File: config.mk
export PLATFORM = sky130hd
export DESIGN_NAME = sdram_traffic_master_flat
export DESIGN_NICKNAME = d
export VERILOG_FILES = /design/src/rtl/sdram_traffic_master_if.sv /design/src/rtl/sdram_traffic_master.sv /design/src/flat_wrapper.sv
export SDC_FILE = /design/constraint.sdc
export NUM_CORES = 1
export LEC_CHECK = 0
export ABC_AREA = 1
export CAP_MARGIN = 15
export CORE_ASPECT_RATIO = 1.1
export CORE_UTILIZATION = 40
export CTS_BUF_LIST = sky130_fd_sc_hd__clkbuf_4
export CTS_CLUSTER_DIAMETER = 50
export DETAILED_ROUTE_END_ITERATION = 10
export PLACE_DENSITY_LB_ADDON = 0.15
export SYNTH_ARGS = -nofsm -noshare
export SYNTH_HDL_FRONTEND = slang
export SYNTH_SLANG_ARGS = --single-unit
File: constraint.sdc
create_clock -name clk_rw -period 7.7 [get_ports clk_rw]
set_input_delay 1.54 -clock clk_rw [delete_from_list [all_inputs] [get_ports clk_rw]]
set_output_delay 1.54 -clock clk_rw [all_outputs]
set_load 0.05 [all_outputs]
File: src/rtl/sdram_traffic_master_if.sv
// sdram_traffic_master_if: user-side write/read port bundle between a traffic
// initiator and the sdram_mcb controller, in the clk_rw domain.
//   write port : wr_load, wr_addr, wr_length, wr_req, din  (initiator -> mcb)
//                wr_done, wr_rdy                          (mcb -> initiator)
//   read port  : rd_load, rd_addr, rd_length, rd_req      (initiator -> mcb)
//                dout, rd_done, rd_fifo_empty             (mcb -> initiator)
// Modports: master = initiator side, slave = controller side.
interface sdram_traffic_master_if;
  localparam int unsigned ADDR_W = 24;
  localparam int unsigned DATA_W = 16;

  logic              wr_load;
  logic [ADDR_W-1:0] wr_addr;
  logic [ADDR_W-1:0] wr_length;
  logic              wr_req;
  logic [DATA_W-1:0] din;
  logic              wr_done;
  logic              wr_rdy;

  logic              rd_load;
  logic [ADDR_W-1:0] rd_addr;
  logic [ADDR_W-1:0] rd_length;
  logic              rd_req;
  logic [DATA_W-1:0] dout;
  logic              rd_done;
  logic              rd_fifo_empty;

  modport master (
    output wr_load, wr_addr, wr_length, wr_req, din,
    input  wr_done, wr_rdy,
    output rd_load, rd_addr, rd_length, rd_req,
    input  dout, rd_done, rd_fifo_empty
  );

  modport slave (
    input  wr_load, wr_addr, wr_length, wr_req, din,
    output wr_done, wr_rdy,
    input  rd_load, rd_addr, rd_length, rd_req,
    output dout, rd_done, rd_fifo_empty
  );
endinterface

File: src/rtl/sdram_traffic_master.sv
// sdram_traffic_master: on-board write/read-back/compare initiator for the
// sdram_mcb user interface. Writes `length` pattern words from `base_addr`,
// waits for wr_done, reads the range back and counts miscompares.
// Ports:
//   clk_rw, rst_n          clock, asynchronous active-low reset
//   start_i                one-cycle run request (sampled in IDLE only)
//   base_addr_i, length_i  run range, latched on start
//   seed_i, mode_i         pattern seed / select (0 = increment, 1 = LFSR)
//   busy_o, done_o         run in progress / one-cycle end-of-run pulse
//   pass_o, err_cnt_o      result flag and saturating miscompare count
//   first_err_addr_o       address of the first miscompare (0 if none)
//   mcb                    write/read port bundle to sdram_mcb
module sdram_traffic_master #(
  parameter int unsigned ERR_W = 16
) (
  input  logic                      clk_rw,
  input  logic                      rst_n,
  input  logic                      start_i,
  input  logic [23:0]               base_addr_i,
  input  logic [23:0]               length_i,
  input  logic [15:0]               seed_i,
  input  logic                      mode_i,
  output logic                      busy_o,
  output logic                      done_o,
  output logic                      pass_o,
  output logic [ERR_W-1:0]          err_cnt_o,
  output logic [23:0]               first_err_addr_o,
  sdram_traffic_master_if.master    mcb
);

  localparam int unsigned ADDR_W = 24;
  localparam int unsigned DATA_W = 16;

  typedef enum logic [2:0] {
    S_IDLE,
    S_WR_LOAD,
    S_WR_DATA,
    S_WR_WAIT,
    S_RD_LOAD,
    S_RD_DATA,
    S_DONE
  } state_e;

  state_e              state_q, state_d;
  logic [ADDR_W-1:0]   base_q, base_d;
  logic [ADDR_W-1:0]   len_q, len_d;
  logic                mode_q, mode_d;
  logic [ADDR_W-1:0]   wr_cnt_q, wr_cnt_d;
  logic [ADDR_W-1:0]   req_cnt_q, req_cnt_d;
  logic [ADDR_W-1:0]   chk_cnt_q, chk_cnt_d;
  logic [DATA_W-1:0]   wr_pat_q, wr_pat_d;
  logic [DATA_W-1:0]   rd_pat_q, rd_pat_d;
  logic [ERR_W-1:0]    err_cnt_q, err_cnt_d;
  logic [ADDR_W-1:0]   first_err_q, first_err_d;
  logic                pass_q, pass_d;
  logic                busy_q, busy_d;
  logic                done_q, done_d;
  logic                wr_load_q, wr_load_d;
  logic                rd_load_q, rd_load_d;
  logic                rd_req_d_q;
  logic                wr_req_c;
  logic                rd_req_c;
  logic                rd_done_unused;

  // rd_done carries no sequencing information for this block.
  assign rd_done_unused = mcb.rd_done;

  // Fibonacci LFSR x^16+x^14+x^13+x^11+1 (right-shift form), or +1 increment.
  function automatic logic [DATA_W-1:0] pat_next(input logic [DATA_W-1:0] p,
                                                 input logic              m);
    if (m) begin
      pat_next = {p[0] ^ p[2] ^ p[3] ^ p[5], p[DATA_W-1:1]};
    end else begin
      pat_next = p + DATA_W'(1);
    end
  endfunction

  // An all-zero LFSR state would lock up, so a zero seed starts at 1.
  function automatic logic [DATA_W-1:0] pat_init(input logic [DATA_W-1:0] s,
                                                 input logic              m);
    if (m && (s == '0)) begin
      pat_init = DATA_W'(1);
    end else begin
      pat_init = s;
    end
  endfunction

  // State, latched parameters, counters and registered outputs.
  always_ff @(posedge clk_rw or negedge rst_n) begin
    if (!rst_n) begin
      state_q     <= S_IDLE;
      base_q      <= '0;
      len_q       <= '0;
      mode_q      <= 1'b0;
      wr_cnt_q    <= '0;
      req_cnt_q   <= '0;
      chk_cnt_q   <= '0;
      wr_pat_q    <= '0;
      rd_pat_q    <= '0;
      err_cnt_q   <= '0;
      first_err_q <= '0;
      pass_q      <= 1'b0;
      busy_q      <= 1'b0;
      done_q      <= 1'b0;
      wr_load_q   <= 1'b0;
      rd_load_q   <= 1'b0;
      rd_req_d_q  <= 1'b0;
    end else begin
      state_q     <= state_d;
      base_q      <= base_d;
      len_q       <= len_d;
      mode_q      <= mode_d;
      wr_cnt_q    <= wr_cnt_d;
      req_cnt_q   <= req_cnt_d;
      chk_cnt_q   <= chk_cnt_d;
      wr_pat_q    <= wr_pat_d;
      rd_pat_q    <= rd_pat_d;
      err_cnt_q   <= err_cnt_d;
      first_err_q <= first_err_d;
      pass_q      <= pass_d;
      busy_q      <= busy_d;
      done_q      <= done_d;
      wr_load_q   <= wr_load_d;
      rd_load_q   <= rd_load_d;
      rd_req_d_q  <= rd_req_c;
    end
  end

  // Next-state, datapath and strobe decode.
  always_comb begin
    state_d     = state_q;
    base_d      = base_q;
    len_d       = len_q;
    mode_d      = mode_q;
    wr_cnt_d    = wr_cnt_q;
    req_cnt_d   = req_cnt_q;
    chk_cnt_d   = chk_cnt_q;
    wr_pat_d    = wr_pat_q;
    rd_pat_d    = rd_pat_q;
    err_cnt_d   = err_cnt_q;
    first_err_d = first_err_q;
    pass_d      = pass_q;
    wr_req_c    = 1'b0;
    rd_req_c    = 1'b0;

    case (state_q)
      S_IDLE: begin
        if (start_i) begin
          base_d      = base_addr_i;
          len_d       = length_i;
          mode_d      = mode_i;
          wr_pat_d    = pat_init(seed_i, mode_i);
          rd_pat_d    = pat_init(seed_i, mode_i);
          wr_cnt_d    = '0;
          req_cnt_d   = '0;
          chk_cnt_d   = '0;
          err_cnt_d   = '0;
          first_err_d = '0;
          pass_d      = 1'b0;
          state_d     = (length_i == '0) ? S_DONE : S_WR_LOAD;
        end
      end
      S_WR_LOAD: state_d = S_WR_DATA;
      S_WR_DATA: begin
        wr_req_c = mcb.wr_rdy && (wr_cnt_q < len_q);
        if (wr_req_c) begin
          wr_cnt_d = wr_cnt_q + ADDR_W'(1);
          wr_pat_d = pat_next(wr_pat_q, mode_q);
        end
        if (wr_cnt_d == len_q) state_d = S_WR_WAIT;
      end
      S_WR_WAIT: begin
        if (mcb.wr_done) state_d = S_RD_LOAD;
      end
      S_RD_LOAD: state_d = S_RD_DATA;
      S_RD_DATA: begin
        rd_req_c = !mcb.rd_fifo_empty && (req_cnt_q < len_q);
        if (rd_req_c) req_cnt_d = req_cnt_q + ADDR_W'(1);
        // dout belongs to the rd_req issued one cycle earlier.
        if (rd_req_d_q) begin
          rd_pat_d  = pat_next(rd_pat_q, mode_q);
          chk_cnt_d = chk_cnt_q + ADDR_W'(1);
          if (mcb.dout != rd_pat_q) begin
            // err_cnt saturates and never wraps, so zero means no prior error.
            if (err_cnt_q == '0) first_err_d = base_q + chk_cnt_q;
            if (err_cnt_q != '1) err_cnt_d = err_cnt_q + ERR_W'(1);
          end
        end
        if (chk_cnt_d == len_q) state_d = S_DONE;
      end
      S_DONE:  state_d = S_IDLE;
      default: state_d = S_IDLE;
    endcase

    if (state_d == S_DONE) pass_d = (err_cnt_d == '0);

    busy_d    = (state_d != S_IDLE) && (state_d != S_DONE);
    done_d    = (state_d == S_DONE);
    wr_load_d = (state_d == S_WR_LOAD);
    rd_load_d = (state_d == S_RD_LOAD);
  end

  assign busy_o           = busy_q;
  assign done_o           = done_q;
  assign pass_o           = pass_q;
  assign err_cnt_o        = err_cnt_q;
  assign first_err_addr_o = first_err_q;

  assign mcb.wr_load   = wr_load_q;
  assign mcb.wr_addr   = base_q;
  assign mcb.wr_length = len_q;
  assign mcb.wr_req    = wr_req_c;
  assign mcb.din       = wr_pat_q;
  assign mcb.rd_load   = rd_load_q;
  assign mcb.rd_addr   = base_q;
  assign mcb.rd_length = len_q;
  assign mcb.rd_req    = rd_req_c;

endmodule

File: src/flat_wrapper.sv
// flat-port wrapper written by rule: the top's interface ports become plain ports
module sdram_traffic_master_flat 
#(
  parameter int unsigned ERR_W = 16
)
  (clk_rw, rst_n, start_i, base_addr_i, length_i, seed_i, mode_i, busy_o, done_o, pass_o, err_cnt_o, first_err_addr_o, mcb_wr_load, mcb_wr_addr, mcb_wr_length, mcb_wr_req, mcb_din, mcb_wr_done, mcb_wr_rdy, mcb_rd_load, mcb_rd_addr, mcb_rd_length, mcb_rd_req, mcb_dout, mcb_rd_done, mcb_rd_fifo_empty);
  sdram_traffic_master_if mcb_i ();
  input  logic clk_rw;
  input  logic rst_n;
  input  logic start_i;
  input  logic [23:0] base_addr_i;
  input  logic [23:0] length_i;
  input  logic [15:0] seed_i;
  input  logic mode_i;
  output logic busy_o;
  output logic done_o;
  output logic pass_o;
  output logic [ERR_W-1:0] err_cnt_o;
  output logic [23:0] first_err_addr_o;
  output wire logic [$bits(mcb_i.wr_load)-1:0] mcb_wr_load;
  output wire logic [$bits(mcb_i.wr_addr)-1:0] mcb_wr_addr;
  output wire logic [$bits(mcb_i.wr_length)-1:0] mcb_wr_length;
  output wire logic [$bits(mcb_i.wr_req)-1:0] mcb_wr_req;
  output wire logic [$bits(mcb_i.din)-1:0] mcb_din;
  input wire logic [$bits(mcb_i.wr_done)-1:0] mcb_wr_done;
  input wire logic [$bits(mcb_i.wr_rdy)-1:0] mcb_wr_rdy;
  output wire logic [$bits(mcb_i.rd_load)-1:0] mcb_rd_load;
  output wire logic [$bits(mcb_i.rd_addr)-1:0] mcb_rd_addr;
  output wire logic [$bits(mcb_i.rd_length)-1:0] mcb_rd_length;
  output wire logic [$bits(mcb_i.rd_req)-1:0] mcb_rd_req;
  input wire logic [$bits(mcb_i.dout)-1:0] mcb_dout;
  input wire logic [$bits(mcb_i.rd_done)-1:0] mcb_rd_done;
  input wire logic [$bits(mcb_i.rd_fifo_empty)-1:0] mcb_rd_fifo_empty;
  assign mcb_wr_load = mcb_i.wr_load;
  assign mcb_wr_addr = mcb_i.wr_addr;
  assign mcb_wr_length = mcb_i.wr_length;
  assign mcb_wr_req = mcb_i.wr_req;
  assign mcb_din = mcb_i.din;
  assign mcb_i.wr_done = mcb_wr_done;
  assign mcb_i.wr_rdy = mcb_wr_rdy;
  assign mcb_rd_load = mcb_i.rd_load;
  assign mcb_rd_addr = mcb_i.rd_addr;
  assign mcb_rd_length = mcb_i.rd_length;
  assign mcb_rd_req = mcb_i.rd_req;
  assign mcb_i.dout = mcb_dout;
  assign mcb_i.rd_done = mcb_rd_done;
  assign mcb_i.rd_fifo_empty = mcb_rd_fifo_empty;
  sdram_traffic_master #(.ERR_W(ERR_W)) u_core (.clk_rw(clk_rw), .rst_n(rst_n), .start_i(start_i), .base_addr_i(base_addr_i), .length_i(length_i), .seed_i(seed_i), .mode_i(mode_i), .busy_o(busy_o), .done_o(done_o), .pass_o(pass_o), .err_cnt_o(err_cnt_o), .first_err_addr_o(first_err_addr_o), .mcb(mcb_i));
endmodule
== Yosys cells after proc, flatten, opt, wreduce, memory -nomap -nowiden ==
Index checks and enable logic that the tools add are counted.

* $add $sub $neg: 7
* Order comparisons: 2
* Equality and inequality tests: 19
* Mux-type cells: 37
* Bitwise logic cells: 6
* Reductions and logical operators: 23

{| class="wikitable"
|+ Operators by type and width
! operator !! number
|-
| two-way mux 24 bit || 9
|-
| one-hot mux 24 bit (2 select lines) || 4
|-
| two-way mux 16 bit || 10
|-
| one-hot mux 16 bit (2 select lines) || 3
|-
| adder 24 x 1 -> 24 bit (second input constant) || 3
|-
| adder 16 x 1 -> 16 bit (second input constant) || 3
|-
| equality test 24 bit || 2
|-
| logical NOT 16 bit || 3
|-
| less-than comparator 24 bit || 2
|-
| adder 24 bit || 1
|-
| logical NOT 24 bit || 1
|-
| one-hot mux 3 bit (6 select lines) || 1
|-
| != test 16 bit || 1
|-
| != test 16 bit (second input constant) || 1
|-
| two-way mux 3 bit || 5
|-
| equality test 3 bit (second input constant) || 4
|-
| != test 2 x 1 -> 1 bit (second input constant) || 5
|-
| AND reduction 3 bit || 3
|-
| AND reduction 2 bit || 4
|-
| nonzero test 2 bit || 4
|-
| equality test 3 x 1 -> 1 bit (second input constant) || 2
|-
| equality test 3 x 2 -> 1 bit (second input constant) || 2
|-
| bitwise XOR 1 bit || 6
|-
| two-way mux 1 bit || 5
|-
| 7 further kinds || 10
|}

* Register bits after elaboration: 202
* Bits of input ports: 88
* Output and inout port bits: 159
* Logic and storage cells: 111

== Logic depth before layout (Yosys ltp) ==
* Depth in word-level cells: 10
* Depth in mapped cells: 21
* Gate-level depth less buffers: 21

== Worst setup path before layout ==
Ideal clock, no wire load.

* Kind: register -> output
* From: register u_core.len_q[15], in the netlist u_core.mcb.rd_length[15]
* To: output port mcb_wr_req
* Data arrival time: 2.739 ns
* Data required time: 6.160 ns
* Setup slack: 3.421 ns
* Cell stages (with the launch flop): 10
* Buffers on the path: 1
* Cell sequence: dfrtp_1 > inv_1 > ha_1 > a21o_1 > nor2_1 > nand2_1 > a21oi_2 > nand3_2 > buf_2 > nor2_1

* Word-level cells in the longest chain between the ends: 3

{| class="wikitable"
|+ RTL lines
! what !! RTL line !! RTL
|-
| start, declared || sdram_traffic_master.sv:46 || <nowiki>logic [ADDR_W-1:0] len_q, len_d;</nowiki>
|-
| start signal, assigned || sdram_traffic_master.sv:111 || <nowiki>len_q <= len_d;</nowiki>
|-
| less-than comparator 24 bit || sdram_traffic_master.sv:165 || <nowiki>wr_req_c = mcb.wr_rdy && (wr_cnt_q < len_q);</nowiki>
|-
| logical AND 1 bit || sdram_traffic_master.sv:165 ||
|-
| two-way mux 1 bit || sdram_traffic_master.sv:146 || <nowiki>case (state_q)</nowiki>
|-
| end, declared || flat_wrapper.sv:23 || <nowiki>output wire logic [$bits(mcb_i.wr_req)-1:0] mcb_wr_req;</nowiki>
|}

Every way passes these cells.

== Worst setup path after layout ==
* From: register u_core.len_q[9], in the netlist u_core.mcb.rd_length[9]
* To: output port mcb_wr_req

The elaborated chain is that of the path after synthesis.

==> metrics.txt <==
overall routing resource usage=0.257; first-iteration detailed-routing DRC count=904; wire per inst=17.0 um; Final nets=2530; dpl hpwl=36600 um; Warnings, synthesis=0; Clk pin slew, worst setup/hold paths=0.06 ns; CP Capture Type=output pin; number of flops mapped to enable cells by yosys=0; CTS tree=yes; CTS max path bufs=3; final hold vios=0; area grow syn2layout=21.7%; Final Max Tran Viols=0; Max Cap Viol=0; clock sinks=202; DR vias=15111; sequential share of the synthesized area=0.334; Post-Route Setup TNS=0 ns; Die Height=206 um; Tmin final=5.98 ns; Cell variety after synth=51; GP Congestion=0.949; Worst Max-Slew Pin Slew=1.10 ns; Syn Inst Count=2155; clock latency on the worst-skew pair=0.81 ns; Pre-Repair DR Iteration Count=7; core area=0.0372 sq mm; Die Width=187 um; RSZ-0062 raised after global routing=false; CP arrival=4.44 ns; Max IR drop VDD=0.000309 V; Setup crit start kind=register; syn_area_per_cell=7.02 sq um; worst hold path class=reg -> reg; skew final=0.0390 ns; share of cells above drive strength 1=0.0708; number of fill cells=3793; Syn Nets=2320; Period Utilization, post-route=0.777; port bufs=245; Initial Util=0.407; commonest non-fill, non-tap cell in the layout=nand2_1; worst path required time=6.16 ns; CP max FO=24; Async SR Flop Fraction=1.00; post_cts resized=0; Via density=5.21; die area=0.0386 sq mm; power density over cell area=380 mW/mm^2; Finish-stage setup viols=0; total CTS buffers=61; total routed wirelength=49400 um; number of global-route vias before repair=14548; ANT nets after route=0; Peak Freq=0.167 GHz; largest net degree at the start of global routing=99; num rows=74; outcome=finished clean; GRT overflow=0; Root Driver=clkbuf_4; most frequent cells in the layout=nand2_1, clkdlybuf4s50_1, inv_1, dfrtp_1, nor2_1; Cell Area, Synth=0.0151 sq mm; Leak=8.43 nW; #FFs+latches synth=202; top_reg_cell synth=dfrtp_1; I/O pins=247; post-CTS setup buffer count=0; first-pass GRT wire length=78500 um; cts hold-fix bufs=0; Rel. slew slack=0.265; H-tree level count=2; initial antenna violation count=2; Hold WS=0.486 ns; drt drc=0; Setup CP Type=reg -> out
## Yosys cell counts, types with 10 or more instances
cell type  instances  area (sq um)
a31oi_1           21           131
nor2_2            17           106
buf_2             17          85.1
o22ai_1           50           313
o21ai_0          122           611
nand4_1           47           294
o21ai_1           26           130
o211ai_1          17           128
a21oi_1           71           355
clkbuf_1          38           143
nand3_1          118           591
o41ai_1           13           114
buf_4             54           405
ha_1              76           951
dfrtp_1          202          5050
inv_2             10          37.5
nor3_1            41           205
xor2_1            92           806
inv_1            207           777
nor2_1           173           649
nor4_1            14          87.6
nand2_1          642          2410
xnor2_1           13           114
nand2_2           18           113
## final timing paths
kind | startpoint | to | slack (ns) | cells after the start
setup / recovery | u_core.mcb.rd_length[9] | mcb_wr_req | 1.72 | 12
hold / removal | u_core.first_err_addr_o[20] | u_core.first_err_addr_o[20] | 0.49 | 2
setup reg to reg | u_core.mcb.rd_length[9] | u_core.busy_o | 3.69 | 19
hold reg to reg | u_core.first_err_addr_o[20] | u_core.first_err_addr_o[20] | 0.49 | 2
max in group asynchronous | rst_n | u_core.mcb.rd_length[8] | 5.52 | 2
min in group asynchronous | rst_n | u_core.mcb.rd_addr[12] | 0.83 | 1
## cells by family after synthesis
group | share of synthesized area
AOI/OAI and AO/OA | 0.133
xor gates and xnor gates | 0.0640
adders and majority gates | 0.0641
buffers and inverters | 0.0969
DFF | 0.334
and+or+nand+nor | 0.308
## state kept, by name, indices dropped and copies added, names as in the netlist, 3 cells and up
name,flops
u_core.wr_cnt_q,24
u_core.state_q,3
u_core.mcb.rd_length,24
u_core.mcb.rd_addr,24
u_core.rd_pat_q,16
u_core.err_cnt_o,16
u_core.first_err_addr_o,24
u_core.req_cnt_q,24
u_core.chk_cnt_q,24
u_core.mcb.din,16
## power by group
part           internal [W]  total (W)  switching (W)  leakage (nW)
combinational       0.00132    0.00415        0.00283          5.36
sequential          0.00135    0.00181       0.000465          2.64
clock              0.000531    0.00104       0.000504         0.430
total               0.00320    0.00700        0.00380          8.43
## stage by stage
stage | power [W] | util | area [sq um] | setup slack (ns) | instances
after global routing | 0.00750 | 0.495 | 18400 | 1.47 | 2898
after detailed placement | 0.00596 | 0.475 | 17700 | 2.19 | 2795
after floorplan | 0.00474 | - | 15100 | 3.42 | 2155
final | 0.00700 | 0.495 | 18400 | 1.72 | 2898
after CTS | 0.00704 | 0.494 | 18400 | 1.65 | 2894
after global placement | 0.00590 | 0.475 | 17700 | 2.22 | 2795
## area by class of cell
cell class	instances	area, sq um	area share
clock inverter	14	81.3	0.00442
antenna	3	7.51	0.000408
timing repair buffer	259	2570	0.140
clock buffer	85	638	0.0347
multi-input combinational	1623	8630	0.468
inverter	218	818	0.0444
tap	494	618	0.0336
sequential	202	5050	0.275
## metal layers
| layer | vias up | part of all wire | wire length [um] | GRT usage |
|---|---|---|---|---|
| li1 | 7574 | - | - | - |
| met1 | 6990 | 0.44 | 21900 | 0.330 |
| met2 | 447 | 0.47 | 23000 | 0.431 |
| met3 | 100 | 0.059 | 2910 | 0.0503 |
| met4 | 0 | 0.031 | 1550 | 0.0903 |
| met5 | - | 0 | 0 | 0 |
## worst max-delay path, cell delays in order, from the launching register on
cell and delay (ns):
dfrtp_1 0.57, inv_1 0.20, ha_1 0.35, nand2_1 0.06, nand2_1 0.04, nand2_1 0.05
nand2_1 0.04, nand2_1 0.05, nand2_1 0.06, a21oi_2 0.34, nand3_2 0.68, nor2_1 0.32
clkdlybuf4s50_1 0.84
No activity file was read; power rests on OpenSTA's default activity.
